`src/rtl/uart_pkg.sv`:
```
// Shared types and constants for the parallel-strobe UART responder.
// Serial frame shape and the reset levels of every status output live here.
package uart_pkg;

    localparam int   FRAME_DATA_BITS = 8;
    localparam logic IDLE_LEVEL      = 1'b1;

    localparam logic       TBRE_RST      = 1'b1;
    localparam logic       TSRE_RST      = 1'b1;
    localparam logic       DATAREADY_RST = 1'b0;
    localparam logic [7:0] DATA_O_RST    = 8'h00;

    // BREAK is RX-only: after a bad frame, wait for the line to return high.
    typedef enum logic [2:0] {
        ST_IDLE   = 3'd0,
        ST_START  = 3'd1,
        ST_DATA   = 3'd2,
        ST_PARITY = 3'd3,
        ST_STOP   = 3'd4,
        ST_BREAK  = 3'd5
    } uart_state_t;

    function automatic logic even_parity(input logic [FRAME_DATA_BITS-1:0] d);
        return ^d;
    endfunction

endpackage

```
`src/rtl/cpld_uart_responder_if.sv`:
```
// Parallel UART strobe bus between the memory/IO controller (master) and the responder (slave).
interface cpld_uart_responder_if;
    import uart_pkg::*;

    logic                       uart_rdn;
    logic                       uart_wrn;
    logic [FRAME_DATA_BITS-1:0] uart_data_i;
    logic [FRAME_DATA_BITS-1:0] uart_data_o;
    logic                       uart_data_oe;
    logic                       uart_dataready;
    logic                       uart_tbre;
    logic                       uart_tsre;

    modport master (
        output uart_rdn, uart_wrn, uart_data_i,
        input  uart_data_o, uart_data_oe, uart_dataready, uart_tbre, uart_tsre
    );

    modport slave (
        input  uart_rdn, uart_wrn, uart_data_i,
        output uart_data_o, uart_data_oe, uart_dataready, uart_tbre, uart_tsre
    );

endinterface

```
`src/rtl/uart_rx_deser.sv`:
```
// rxd synchronizer plus mid-bit sampling deserializer; emits a byte with a 1-cycle valid.
// UART_EVEN_PARITY_EN adds a parity bit check between DATA and STOP.
module uart_rx_deser
    import uart_pkg::*;
#(
    parameter int CLKS_PER_BIT = 434,
    parameter int SYNC_STAGES  = 2
) (
    input  logic                       clk,
    input  logic                       rst_n,
    input  logic                       rxd,
    output logic [FRAME_DATA_BITS-1:0] rx_data,
    output logic                       rx_valid
);

    localparam int BAUD_W = $clog2(CLKS_PER_BIT);
    localparam int BIT_W  = $clog2(FRAME_DATA_BITS);
    localparam logic [BAUD_W-1:0] BAUD_LAST = BAUD_W'(CLKS_PER_BIT - 1);
    localparam logic [BAUD_W-1:0] BAUD_HALF = BAUD_W'(CLKS_PER_BIT / 2);
    localparam logic [BIT_W-1:0]  BIT_LAST  = BIT_W'(FRAME_DATA_BITS - 1);

    logic [SYNC_STAGES-1:0]     sync_reg;
    logic                       rxd_s;
    uart_state_t                state_reg, state_next;
    logic [BAUD_W-1:0]          baud_reg, baud_next;
    logic [BIT_W-1:0]           bit_reg, bit_next;
    logic [FRAME_DATA_BITS-1:0] shift_reg, shift_next;
    logic                       baud_end;

    assign rxd_s    = sync_reg[SYNC_STAGES-1];
    assign baud_end = (baud_reg == BAUD_LAST);
    assign rx_data  = shift_reg;

    always_ff @(posedge clk) begin
        if (!rst_n) begin
            sync_reg  <= {SYNC_STAGES{IDLE_LEVEL}};
            state_reg <= ST_IDLE;
            baud_reg  <= '0;
            bit_reg   <= '0;
            shift_reg <= '0;
        end else begin
            sync_reg  <= {sync_reg[SYNC_STAGES-2:0], rxd};
            state_reg <= state_next;
            baud_reg  <= baud_next;
            bit_reg   <= bit_next;
            shift_reg <= shift_next;
        end
    end

    always_comb begin
        state_next = state_reg;
        baud_next  = baud_reg + BAUD_W'(1);
        bit_next   = bit_reg;
        shift_next = shift_reg;
        rx_valid   = 1'b0;
        case (state_reg)
            ST_IDLE: begin
                // The detection cycle counts as tick 0 of the start bit.
                baud_next = '0;
                if (!rxd_s) begin
                    state_next = ST_START;
                    baud_next  = BAUD_W'(1);
                end
            end
            ST_START: begin
                if (baud_reg == BAUD_HALF) begin
                    baud_next  = '0;
                    bit_next   = '0;
                    state_next = rxd_s ? ST_IDLE : ST_DATA;
                end
            end
            ST_DATA: begin
                if (baud_end) begin
                    baud_next  = '0;
                    shift_next = {rxd_s, shift_reg[FRAME_DATA_BITS-1:1]};
                    if (bit_reg == BIT_LAST) begin
`ifdef UART_EVEN_PARITY_EN
                        state_next = ST_PARITY;
`else
                        state_next = ST_STOP;
`endif
                    end else begin
                        bit_next = bit_reg + BIT_W'(1);
                    end
                end
            end
`ifdef UART_EVEN_PARITY_EN
            ST_PARITY: begin
                if (baud_end) begin
                    baud_next  = '0;
                    state_next = (rxd_s != even_parity(shift_reg)) ? ST_BREAK : ST_STOP;
                end
            end
`endif
            ST_STOP: begin
                if (baud_end) begin
                    baud_next = '0;
                    if (rxd_s) begin
                        rx_valid   = 1'b1;
                        state_next = ST_IDLE;
                    end else begin
                        state_next = ST_BREAK;
                    end
                end
            end
            ST_BREAK: begin
                baud_next = '0;
                if (rxd_s) state_next = ST_IDLE;
            end
            default: begin
                baud_next  = '0;
                state_next = ST_IDLE;
            end
        endcase
    end

endmodule

```
`src/rtl/cpld_uart_responder.sv`:
```
// Device side of the parallel UART strobe bus: strobed writes become serial frames on txd,
// rxd bytes are held in rbr for strobed reads. UART_EVEN_PARITY_EN selects 8E1 instead of 8N1.
module cpld_uart_responder
    import uart_pkg::*;
#(
    parameter int CLKS_PER_BIT = 434,
    parameter int SYNC_STAGES  = 2
) (
    input  logic                        clk,
    input  logic                        rst_n,
    cpld_uart_responder_if.slave        bus,
    output logic                        txd,
    input  logic                        rxd
);

    localparam int BAUD_W = $clog2(CLKS_PER_BIT);
    localparam int BIT_W  = $clog2(FRAME_DATA_BITS);
    localparam logic [BAUD_W-1:0] BAUD_LAST = BAUD_W'(CLKS_PER_BIT - 1);
    localparam logic [BIT_W-1:0]  BIT_LAST  = BIT_W'(FRAME_DATA_BITS - 1);

    logic [SYNC_STAGES-1:0] rdn_sync_reg, wrn_sync_reg;
    logic                   rdn_prev_reg, wrn_prev_reg;
    logic                   rdn_s, wrn_s, rdn_rise, wrn_fall;

    logic [FRAME_DATA_BITS-1:0] rx_data;
    logic                       rx_valid;
    logic [FRAME_DATA_BITS-1:0] rbr_reg;
    logic                       dataready_reg;

    uart_state_t                tx_state_reg, tx_state_next;
    logic [BAUD_W-1:0]          tx_baud_reg, tx_baud_next;
    logic [BIT_W-1:0]           tx_bit_reg, tx_bit_next;
    logic [FRAME_DATA_BITS-1:0] tx_shift_reg, tx_shift_next;
    logic [FRAME_DATA_BITS-1:0] thr_reg, thr_next;
    logic                       thr_full_reg, thr_full_next;
    logic                       tsre_reg, tsre_next;
    logic                       tx_baud_end, load_shifter;
`ifdef UART_EVEN_PARITY_EN
    logic                       parity_reg, parity_next;
`endif

    assign rdn_s    = rdn_sync_reg[SYNC_STAGES-1];
    assign wrn_s    = wrn_sync_reg[SYNC_STAGES-1];
    assign rdn_rise = !rdn_prev_reg && rdn_s;
    assign wrn_fall = wrn_prev_reg && !wrn_s;

    always_ff @(posedge clk) begin
        if (!rst_n) begin
            rdn_sync_reg <= '1;
            wrn_sync_reg <= '1;
            rdn_prev_reg <= 1'b1;
            wrn_prev_reg <= 1'b1;
        end else begin
            rdn_sync_reg <= {rdn_sync_reg[SYNC_STAGES-2:0], bus.uart_rdn};
            wrn_sync_reg <= {wrn_sync_reg[SYNC_STAGES-2:0], bus.uart_wrn};
            rdn_prev_reg <= rdn_s;
            wrn_prev_reg <= wrn_s;
        end
    end

    uart_rx_deser #(
        .CLKS_PER_BIT (CLKS_PER_BIT),
        .SYNC_STAGES  (SYNC_STAGES)
    ) u_rx (
        .clk      (clk),
        .rst_n    (rst_n),
        .rxd      (rxd),
        .rx_data  (rx_data),
        .rx_valid (rx_valid)
    );

    // A fresh byte beats a coincident read-completion, so dataready stays set on overrun.
    always_ff @(posedge clk) begin
        if (!rst_n) begin
            rbr_reg       <= DATA_O_RST;
            dataready_reg <= DATAREADY_RST;
        end else if (rx_valid) begin
            rbr_reg       <= rx_data;
            dataready_reg <= 1'b1;
        end else if (rdn_rise) begin
            dataready_reg <= 1'b0;
        end
    end

    assign bus.uart_data_oe   = !rdn_s;
    assign bus.uart_data_o    = rdn_s ? DATA_O_RST : rbr_reg;
    assign bus.uart_dataready = dataready_reg;
    assign bus.uart_tbre      = !thr_full_reg;
    assign bus.uart_tsre      = tsre_reg;

    always_ff @(posedge clk) begin
        if (!rst_n) begin
            tx_state_reg <= ST_IDLE;
            tx_baud_reg  <= '0;
            tx_bit_reg   <= '0;
            tx_shift_reg <= '0;
            thr_reg      <= '0;
            thr_full_reg <= !TBRE_RST;
            tsre_reg     <= TSRE_RST;
`ifdef UART_EVEN_PARITY_EN
            parity_reg   <= 1'b0;
`endif
        end else begin
            tx_state_reg <= tx_state_next;
            tx_baud_reg  <= tx_baud_next;
            tx_bit_reg   <= tx_bit_next;
            tx_shift_reg <= tx_shift_next;
            thr_reg      <= thr_next;
            thr_full_reg <= thr_full_next;
            tsre_reg     <= tsre_next;
`ifdef UART_EVEN_PARITY_EN
            parity_reg   <= parity_next;
`endif
        end
    end

    assign tx_baud_end = (tx_baud_reg == BAUD_LAST);

    always_comb begin
        tx_state_next = tx_state_reg;
        tx_bit_next   = tx_bit_reg;
        tx_shift_next = tx_shift_reg;
        thr_next      = thr_reg;
        thr_full_next = thr_full_reg;
        tsre_next     = tsre_reg;
        load_shifter  = 1'b0;
        tx_baud_next  = (tx_state_reg == ST_IDLE || tx_baud_end) ? '0 : tx_baud_reg + BAUD_W'(1);
`ifdef UART_EVEN_PARITY_EN
        parity_next   = parity_reg;
`endif
        // Writes are only taken into an empty thr; loads only fire with thr full, so the two never collide.
        if (wrn_fall && !thr_full_reg) begin
            thr_next      = bus.uart_data_i;
            thr_full_next = 1'b1;
        end
        case (tx_state_reg)
            ST_IDLE: begin
                if (thr_full_reg) load_shifter = 1'b1;
            end
            ST_START: begin
                if (tx_baud_end) begin
                    tx_state_next = ST_DATA;
                    tx_bit_next   = '0;
                end
            end
            ST_DATA: begin
                if (tx_baud_end) begin
                    tx_shift_next = tx_shift_reg >> 1;
                    if (tx_bit_reg == BIT_LAST) begin
`ifdef UART_EVEN_PARITY_EN
                        tx_state_next = ST_PARITY;
`else
                        tx_state_next = ST_STOP;
`endif
                    end else begin
                        tx_bit_next = tx_bit_reg + BIT_W'(1);
                    end
                end
            end
`ifdef UART_EVEN_PARITY_EN
            ST_PARITY: begin
                if (tx_baud_end) tx_state_next = ST_STOP;
            end
`endif
            ST_STOP: begin
                if (tx_baud_end) begin
                    if (thr_full_reg) begin
                        load_shifter = 1'b1;
                    end else begin
                        tx_state_next = ST_IDLE;
                        tsre_next     = 1'b1;
                    end
                end
            end
            default: tx_state_next = ST_IDLE;
        endcase
        if (load_shifter) begin
            tx_state_next = ST_START;
            tx_shift_next = thr_reg;
            thr_full_next = 1'b0;
            tsre_next     = 1'b0;
`ifdef UART_EVEN_PARITY_EN
            parity_next   = even_parity(thr_reg);
`endif
        end
    end

    always_comb begin
        txd = IDLE_LEVEL;
        case (tx_state_reg)
            ST_START: txd = 1'b0;
            ST_DATA:  txd = tx_shift_reg[0];
`ifdef UART_EVEN_PARITY_EN
            ST_PARITY: txd = parity_reg;
`endif
            default:  txd = IDLE_LEVEL;
        endcase
    end

endmodule

```
`src/flat_wrapper.sv`:
```
// flat-port wrapper written by rule: the top's interface ports become plain ports
module cpld_uart_responder_flat import uart_pkg::*;
#(
    parameter int CLKS_PER_BIT = 434,
    parameter int SYNC_STAGES  = 2
)
  (clk, rst_n, txd, rxd, bus_uart_rdn, bus_uart_wrn, bus_uart_data_i, bus_uart_data_o, bus_uart_data_oe, bus_uart_dataready, bus_uart_tbre, bus_uart_tsre);
  cpld_uart_responder_if bus_i ();
  input  logic clk;
  input  logic rst_n;
  output logic txd;
  input  logic rxd;
  input wire logic [$bits(bus_i.uart_rdn)-1:0] bus_uart_rdn;
  input wire logic [$bits(bus_i.uart_wrn)-1:0] bus_uart_wrn;
  input wire logic [$bits(bus_i.uart_data_i)-1:0] bus_uart_data_i;
  output wire logic [$bits(bus_i.uart_data_o)-1:0] bus_uart_data_o;
  output wire logic [$bits(bus_i.uart_data_oe)-1:0] bus_uart_data_oe;
  output wire logic [$bits(bus_i.uart_dataready)-1:0] bus_uart_dataready;
  output wire logic [$bits(bus_i.uart_tbre)-1:0] bus_uart_tbre;
  output wire logic [$bits(bus_i.uart_tsre)-1:0] bus_uart_tsre;
  assign bus_i.uart_rdn = bus_uart_rdn;
  assign bus_i.uart_wrn = bus_uart_wrn;
  assign bus_i.uart_data_i = bus_uart_data_i;
  assign bus_uart_data_o = bus_i.uart_data_o;
  assign bus_uart_data_oe = bus_i.uart_data_oe;
  assign bus_uart_dataready = bus_i.uart_dataready;
  assign bus_uart_tbre = bus_i.uart_tbre;
  assign bus_uart_tsre = bus_i.uart_tsre;
  cpld_uart_responder #(.CLKS_PER_BIT(CLKS_PER_BIT), .SYNC_STAGES(SYNC_STAGES)) u_core (.clk(clk), .rst_n(rst_n), .bus(bus_i), .txd(txd), .rxd(rxd));
endmodule
```
`config.mk`:
```
export PLATFORM = sky130hd
export DESIGN_NAME = cpld_uart_responder_flat
export DESIGN_NICKNAME = d
export VERILOG_FILES = /design/src/rtl/uart_pkg.sv /design/src/rtl/cpld_uart_responder_if.sv /design/src/rtl/uart_rx_deser.sv /design/src/rtl/cpld_uart_responder.sv /design/src/flat_wrapper.sv
export SDC_FILE = /design/constraint.sdc
export NUM_CORES = 1
export LEC_CHECK = 0
export ABC_AREA = 1
export ABC_CLOCK_PERIOD_IN_PS = 1500
export CAP_MARGIN = 10
export CORE_MARGIN = 5
export CORE_UTILIZATION = 57
export CTS_CLUSTER_DIAMETER = 30
export DETAILED_ROUTE_END_ITERATION = 6
export DONT_BUFFER_PORTS = 1
export PLACE_DENSITY = 0.78
export SYNTH_ARGS = -nofsm -noshare
export SYNTH_HDL_FRONTEND = slang
export SYNTH_HIERARCHICAL = 1
export SYNTH_SLANG_ARGS = --single-unit
```
`constraint.sdc`:
```
create_clock -name clk -period 1.5 [get_ports clk]
set_input_delay 0.15 -clock clk [delete_from_list [all_inputs] [get_ports clk]]
set_output_delay 0.15 -clock clk [all_outputs]
set_load 0.02 [all_outputs]
```
==> qor.txt, run 1 <==
=====================================================================================
Status                                                                      completed
Io pins                                                                            26
Detailed placer's ending HPWL                                                 4.45 mm
Commonest cells after routing, fill and taps aside                       68 x sky130_fd_sc_hd__dfxtp_1, 64 x sky130_fd_sc_hd__nand2_1, 58 x sky130_fd_sc_hd__inv_1, 46 x sky130_fd_sc_hd__nor2_1, 34 x sky130_fd_sc_hd__a21oi_1
Effective utilization at floorplan                                              57.7%
Worst hold path class                                                          in2reg
Post-layout min period                                                        1.45 ns
FP Rows                                                                            28
Final antenna diode count                                                           0
Mapped Nets                                                                       459
Kind of start point of the critical path                                     register
Placed insts                                                                      515
Number of maximum-capacitance constraint violations                                 0
Die area                                                                     7560 µm²
Via-per-instance ratio                                                           5.06
Total vias in the final route                                                    2755
Number of I/O port buffers                                                          0
Die Y-Extent                                                                  86.9 µm
Fmax achieved                                                                 690 MHz
Register-to-Register Setup Slack                                              0.05 ns
Iteration-0 DRC count of the detailed router                                      164
GRT Overall Usage                                                               18.9%
Number of buffers on the longest clock path                                         2
Via count of the first global-routing pass                                       2579
Fill cells                                                                        453
Startpoint of the tightest hold check path                               bus_uart_data_i[5]
Total DRC errors in the routed layout                                               0
Share of the clock period used by the worst path after layout                   96.6%
Die Wd                                                                        86.9 µm
Number of buffers created by CTS                                                    9
Total power                                                                   5.07 mW
Global-route wire length before repair                                        11.4 mm
Worst setup path startpoint                                              u_core/tx_baud_reg[1]$_SDFF_PP0_
Pre-Repair DR Iteration Count                                                       4
Path type of the worst setup path                                             reg2reg
Clock tree sinks                                                                   73
Leakage power of the design                                                   1.68 nW
Post-synthesis to final-layout area growth                                      18.2%
Endpoint kind of the worst setup timing path                                 register
Worst reg2reg path startpoint                                            u_core/tx_baud_reg[1]$_SDFF_PP0_
Initial antenna violation count                                                     0
Signal arrival time at the worst endpoint                                     1.69 ns
Fraction of the core area covered by cells at the end of the flow               68.2%
RSZ-0062 raised after global routing                                              yes
Layout cell share with drive strength beyond 1                                  21.7%
Max Clock Skew                                                             0.00745 ns
Source-to-sink clock delay at the later pin of the worst-skew pair            0.34 ns
Number of max-slew violations in the final report                                   0
Synth warn                                                                          6
Post-synth top flop                                                      sky130_fd_sc_hd__dfxtp_1
Number of levels the H-tree was split into                                          3
Post-synthesis async set-or-reset flop share                                       0%
Cell count after synthesis                                                        438
Power density over cell area                                              1270 nW/µm²
Clock-pin slew of the registers on the worst-case setup and hold paths        0.07 ns
Routability Congestion                                                          0.780
Worst slew margin relative to its limit                                         61.2%
Data required time of the worst path                                          1.75 ns
Worst ir drop on vdd                                                        0.00116 V
Maximum fanout along the worst path                                                13
Area of the placeable core                                                   5850 µm²
Wire per inst                                                                 12.3 µm
Slew at the pin closest to its max-slew limit                                0.581 ns
Count of final setup violators                                                      0
Antenna Violating Nets Remaining                                                    0
Count of non-filler cells in the finished layout                                  545
CTS tree                                                                          yes
Synthesis-stage register bit count                                                 73
Distinct cell type count after synthesis                                           35
Final hold vios                                                                     0
Most common cell after layout, fill and taps aside                       sky130_fd_sc_hd__dfxtp_1
Combined area of all synthesized cells                                       3370 µm²
# nets final                                                                      487
Number of enable flip-flop cells after synthesis                                    0
Avg Cell Area, Syn                                                           7.70 µm²
Final wirelength                                                              6.70 mm
Sequential fraction of the synthesis area                                       43.3%
Buffer type at the clock tree root                                       sky130_fd_sc_hd__clkbuf_8
Pin count of the biggest net entering global routing                               40
GRT overflow                                                                        0
=====================================================================================
## layer usage
metal	share of wire (%)	vias to the layer above	GRT usage, %
met5	0	-	0
met3	4.8	11	5.39
li1	-	1454	-
met4	2.0	0	9.07
met1	43	1246	23.7
met2	50	44	29.8
## layout make-up
class / instances / area, µm² / area share (%)
clock buffer: 12 / 145 / 3.64
clock inverter: 3 / 65.1 / 1.63
inverter: 68 / 260 / 6.52
multi-input combinational: 287 / 1690 / 42.3
sequential: 73 / 1470 / 36.8
tap: 75 / 93.8 / 2.35
timing repair buffer: 27 / 268 / 6.71
## cells by family after synthesis
family | synth area share, %
buf+inv | 9.20
fa+ha+maj | 2.97
simple gates | 31.0
xor+xnor | 1.30
compound gates | 12.2
flops | 43.3
## repair_timing
| item | CTS | global route |
|---|---|---|
| hold buffers | 8 | 1 |
| pin swaps | 2 | 10 |
| gates resized for setup | 3 | 32 |
| endpoints found under the hold margin | 41 | 1 |
| buffers inserted | 3 | 3 |
| endpoints found under the setup margin | 5 | 42 |
## report_power, final
| group | switching, mW | leakage (nW) | internal, mW |
|---|---|---|---|
| Clock | 0.675 | 0.106 | 0.972 |
| Sequential | 0.113 | 0.595 | 2.06 |
| Combinational | 0.784 | 0.981 | 0.464 |
## critical path, stage by stage, from the launching register on
cell	delay (ns)
sky130_fd_sc_hd__dfxtp_2	0.33
sky130_fd_sc_hd__inv_2	0.04
sky130_fd_sc_hd__ha_1	0.12
sky130_fd_sc_hd__nand2_1	0.06
sky130_fd_sc_hd__nor2_2	0.12
sky130_fd_sc_hd__nand2_4	0.12
sky130_fd_sc_hd__nand2_4	0.17
sky130_fd_sc_hd__nand2_8	0.11
sky130_fd_sc_hd__nand3_1	0.09
sky130_fd_sc_hd__nand3_1	0.08
sky130_fd_sc_hd__nand2_1	0.06
sky130_fd_sc_hd__inv_1	0.03
## worst paths after layout
path,depth (start not counted),to
worst max-delay path,11,u_core/tx_shift_reg[3]$_SDFFE_PN0P_
worst max register to register,11,u_core/tx_shift_reg[3]$_SDFFE_PN0P_
worst min register to register,2,u_core/u_rx/sync_reg[1]$_SDFF_PN1_
worst min-delay path,2,u_core/thr_reg[5]$_SDFFE_PN0P_
## per-stage QoR
step	setup WS, ns	cell area (µm²)	setup TNS, ns	hold slack [ns]
after global routing	-0.0442	3990	-0.112	0.0334
final	0.0517	3990	0	0.0210
after global placement	0.0548	3520	0	0.225
after detailed placement	-0.00734	3520	-0.00734	0.225
after floorplan	0.00924	3390	0	0.235
after CTS	0.00370	3860	0	0.00270
## cell usage after synthesis, drive strengths merged (4+ instances only)
master | n | share of area, %
clkbuf | 8 | 0.89
nor2 | 62 | 9.3
a21oi | 37 | 5.6
dfxtp | 73 | 43
nand2 | 78 | 11
xor2 | 4 | 1.0
or2 | 6 | 1.1
nand4 | 4 | 0.74
nand3 | 35 | 6.5
ha | 8 | 3.0
o21ai | 35 | 5.4
nor3 | 9 | 1.8
inv | 68 | 7.6
Note: power is estimated with default switching activity, not from simulation.
==> inputs of run 2 (changes only) <==
HOLD_SLACK_MARGIN = 0.06   (was default)
==> run 2 against run 1 <==
Net effect: first-iteration DRC count rose by 16%; setup slack better by 0.0022 ns; count of clock-buffer cells in the layout did not move; combinational power is essentially flat; clock skew fell by 0.0013 ns; cell area increased by 1.8%; largest power group unchanged; largest cell class unchanged.
==> qor.txt, run 2 (synthesis gave the netlist of run 1 again) <==
=====================================================================================
Number of buffers on the longest clock path                                         2
Detailed placer's ending HPWL                                                 4.45 mm
Cell-by-cell listing of the critical path                                nor2_1 -> inv_1 -> nor2_4 -> buf_12 -> nand2_8 -> nand3_1 -> nand3_1 -> nand2_1 -> inv_1
GRT Overall Usage                                                               19.4%
Wire per inst                                                                 12.6 µm
Leakage power of the design                                                   1.71 nW
Hold WS                                                                      0.122 ns
Number of maximum-capacitance constraint violations                                 0
Buffer type at the clock tree root                                       sky130_fd_sc_hd__clkbuf_8
Part of the total power dissipated in combinational logic                       25.0%
Data required time of the worst path                                          1.75 ns
Path type of the worst setup path                                             reg2reg
Source-to-sink clock delay at the later pin of the worst-skew pair            0.34 ns
Die Y-Extent                                                                  86.9 µm
Total vias in the final route                                                    2782
Sequential group share of total power                                           42.6%
GRT overflow                                                                        0
Number of buffers created by CTS                                                    9
Die Wd                                                                        86.9 µm
Endpoint kind of the worst setup timing path                                 register
Via count of the first global-routing pass                                       2640
Kind of start point of the critical path                                     register
Post-layout min period                                                        1.45 ns
Number of I/O port buffers                                                          0
Global-route wire length before repair                                        11.6 mm
Slowest cell on the critical path                                        sky130_fd_sc_hd__dfxtp_1
Worst ir drop on vdd                                                        0.00121 V
Worst slew margin relative to its limit                                         58.4%
Power density over cell area                                              1250 nW/µm²
Max Clock Skew                                                             0.00619 ns
Slew at the pin closest to its max-slew limit                                0.623 ns
Share of the clock period used by the worst path after layout                   96.4%
Fmax achieved                                                                 692 MHz
Cell-internal power                                                           3.51 mW
Final wirelength                                                              6.91 mm
FP Rows                                                                            28
Final total negative setup slack                                                 0 ns
Switching Fraction                                                              31.1%
Worst hold path class                                                          in2reg
Post-synthesis to final-layout area growth                                      20.3%
Initial antenna violation count                                                     0
Commonest cells after routing, fill and taps aside                       68 x sky130_fd_sc_hd__dfxtp_1, 64 x sky130_fd_sc_hd__nand2_1, 58 x sky130_fd_sc_hd__inv_1, 46 x sky130_fd_sc_hd__nor2_1, 33 x sky130_fd_sc_hd__a21oi_1
Die area                                                                     7560 µm²
Status                                                                      completed
Total power                                                                   5.09 mW
Routability Congestion                                                          0.780
Area of the placeable core                                                   5850 µm²
Io pins                                                                            26
Number of levels the H-tree was split into                                          3
Signal arrival time at the worst endpoint                                     1.69 ns
Total DRC errors in the routed layout                                               0
Critical path's top delay family                                         simple AND/OR/NAND/NOR gates
Slowest cell delay on critical path                                           0.35 ns
# nets final                                                                      492
Clock power share                                                               32.4%
Final hold vios                                                                     0
Iteration-0 DRC count of the detailed router                                      190
Effective utilization at floorplan                                              57.7%
Most common cell after layout, fill and taps aside                       sky130_fd_sc_hd__dfxtp_1
Clock tree sinks                                                                   73
Clock-pin slew of the registers on the worst-case setup and hold paths        0.07 ns
Count of final setup violators                                                      0
Antenna Violating Nets Remaining                                                    0
Number of buffer and inverter stages on the critical path                           3
Pin count of the biggest net entering global routing                               41
Maximum fanout along the worst path                                                13
Net Switching                                                                 1.58 mW
Pre-Repair DR Iteration Count                                                       4
Final antenna diode count                                                           0
Via-per-instance ratio                                                           5.06
CTS tree                                                                          yes
RSZ-0062 raised after global routing                                              yes
Fill cells                                                                        437
Number of max-slew violations in the final report                                   0
Layout cell share with drive strength beyond 1                                  21.7%
=====================================================================================
## run 2: changes by cell type in the layout (fill, tap and decap cells not counted)
cell / change
sky130_fd_sc_hd__dlygate4sd3_1: +5
sky130_fd_sc_hd__o21ai_1: +2
sky130_fd_sc_hd__buf_4: -2
sky130_fd_sc_hd__buf_6: +1
sky130_fd_sc_hd__buf_12: +1
sky130_fd_sc_hd__o21ai_0: -2
sky130_fd_sc_hd__a21oi_2: +1
sky130_fd_sc_hd__a21oi_1: -1
## run 2: worst register-to-register path: stages, from the launching register on
cell	delay, ns
sky130_fd_sc_hd__dfxtp_1	0.35
sky130_fd_sc_hd__nor2_1	0.15
sky130_fd_sc_hd__inv_1	0.14
sky130_fd_sc_hd__nor2_4	0.23
sky130_fd_sc_hd__buf_12	0.14
sky130_fd_sc_hd__nand2_8	0.08
sky130_fd_sc_hd__nand3_1	0.09
sky130_fd_sc_hd__nand3_1	0.08
sky130_fd_sc_hd__nand2_1	0.06
sky130_fd_sc_hd__inv_1	0.03
## run 2: path summary, 6_finish.rpt
| path | slack (ns) | depth (start not counted) | end | start |
|---|---|---|---|---|
| worst max register to register | 0.05 | 9 | u_core/tx_shift_reg[3]$_SDFFE_PN0P_ | u_core/tx_state_reg[1]$_SDFFE_PP0P_ |
| worst max-delay path | 0.05 | 9 | u_core/tx_shift_reg[3]$_SDFFE_PN0P_ | u_core/tx_state_reg[1]$_SDFFE_PP0P_ |
| worst min register to register | 0.41 | 2 | u_core/u_rx/sync_reg[1]$_SDFF_PN1_ | u_core/u_rx/sync_reg[0]$_SDFF_PN1_ |
| worst min-delay path | 0.12 | 4 | u_core/u_rx/baud_reg[0]$_SDFF_PN0_ | rst_n |
## run 2: final cells by class
| class | count | area [µm²] | area share (%) |
|---|---|---|---|
| Multi-Input combinational cell | 287 | 1690 | 41.7 |
| Sequential cell | 73 | 1470 | 36.2 |
| Timing Repair Buffer | 32 | 334 | 8.23 |
| Inverter | 68 | 260 | 6.41 |
| Clock buffer | 12 | 145 | 3.57 |
| Tap cell | 75 | 93.8 | 2.31 |
| Clock inverter | 3 | 65.1 | 1.60 |
## run 2: stage by stage
stage	worst slack (ns)	instances	cell area, µm²	util, %
detailed placement	-0.00734	515	3520	60.2
CTS	0.00370	547	3920	67.0
global placement	0.0548	515	3520	60.2
finish	0.0539	550	4060	69.4
global route	-0.0534	550	4060	69.4
floorplan	0.00924	438	3390	-
## run 2: power groups by stage
stage / combinational (mW) / sequential, mW / clock [mW]
finish: 1.27 / 2.17 / 1.65
global route: 1.42 / 2.18 / 1.76
floorplan: 0.942 / 2.18 / 0
detailed placement: 1.12 / 2.20 / 0
global placement: 1.09 / 2.19 / 0
CTS: 1.17 / 2.16 / 1.68
## run 2: layer usage
layer	track usage [%]	wire length [µm]
met5	0	0
met4	9.21	134
met3	5.20	243
met2	30.5	3430
met1	24.5	3100
## run 2: timing repair
action                                 in CTS  in global routing
cloned                                      0                  0
hold buffers                               14                  0
buffers inserted                            3                  3
gates resized for setup                     3                 36
setup endpoints to repair                   5                 42
pin swaps                                   2                 11
endpoints found under the hold margin      46                  0
==> inputs of run 3 (changes only) <==
CTS_CLUSTER_DIAMETER = 80   (was 30)
==> results of run 3 <==
The final DEF is identical to that of run 2; final timing and power are the same.
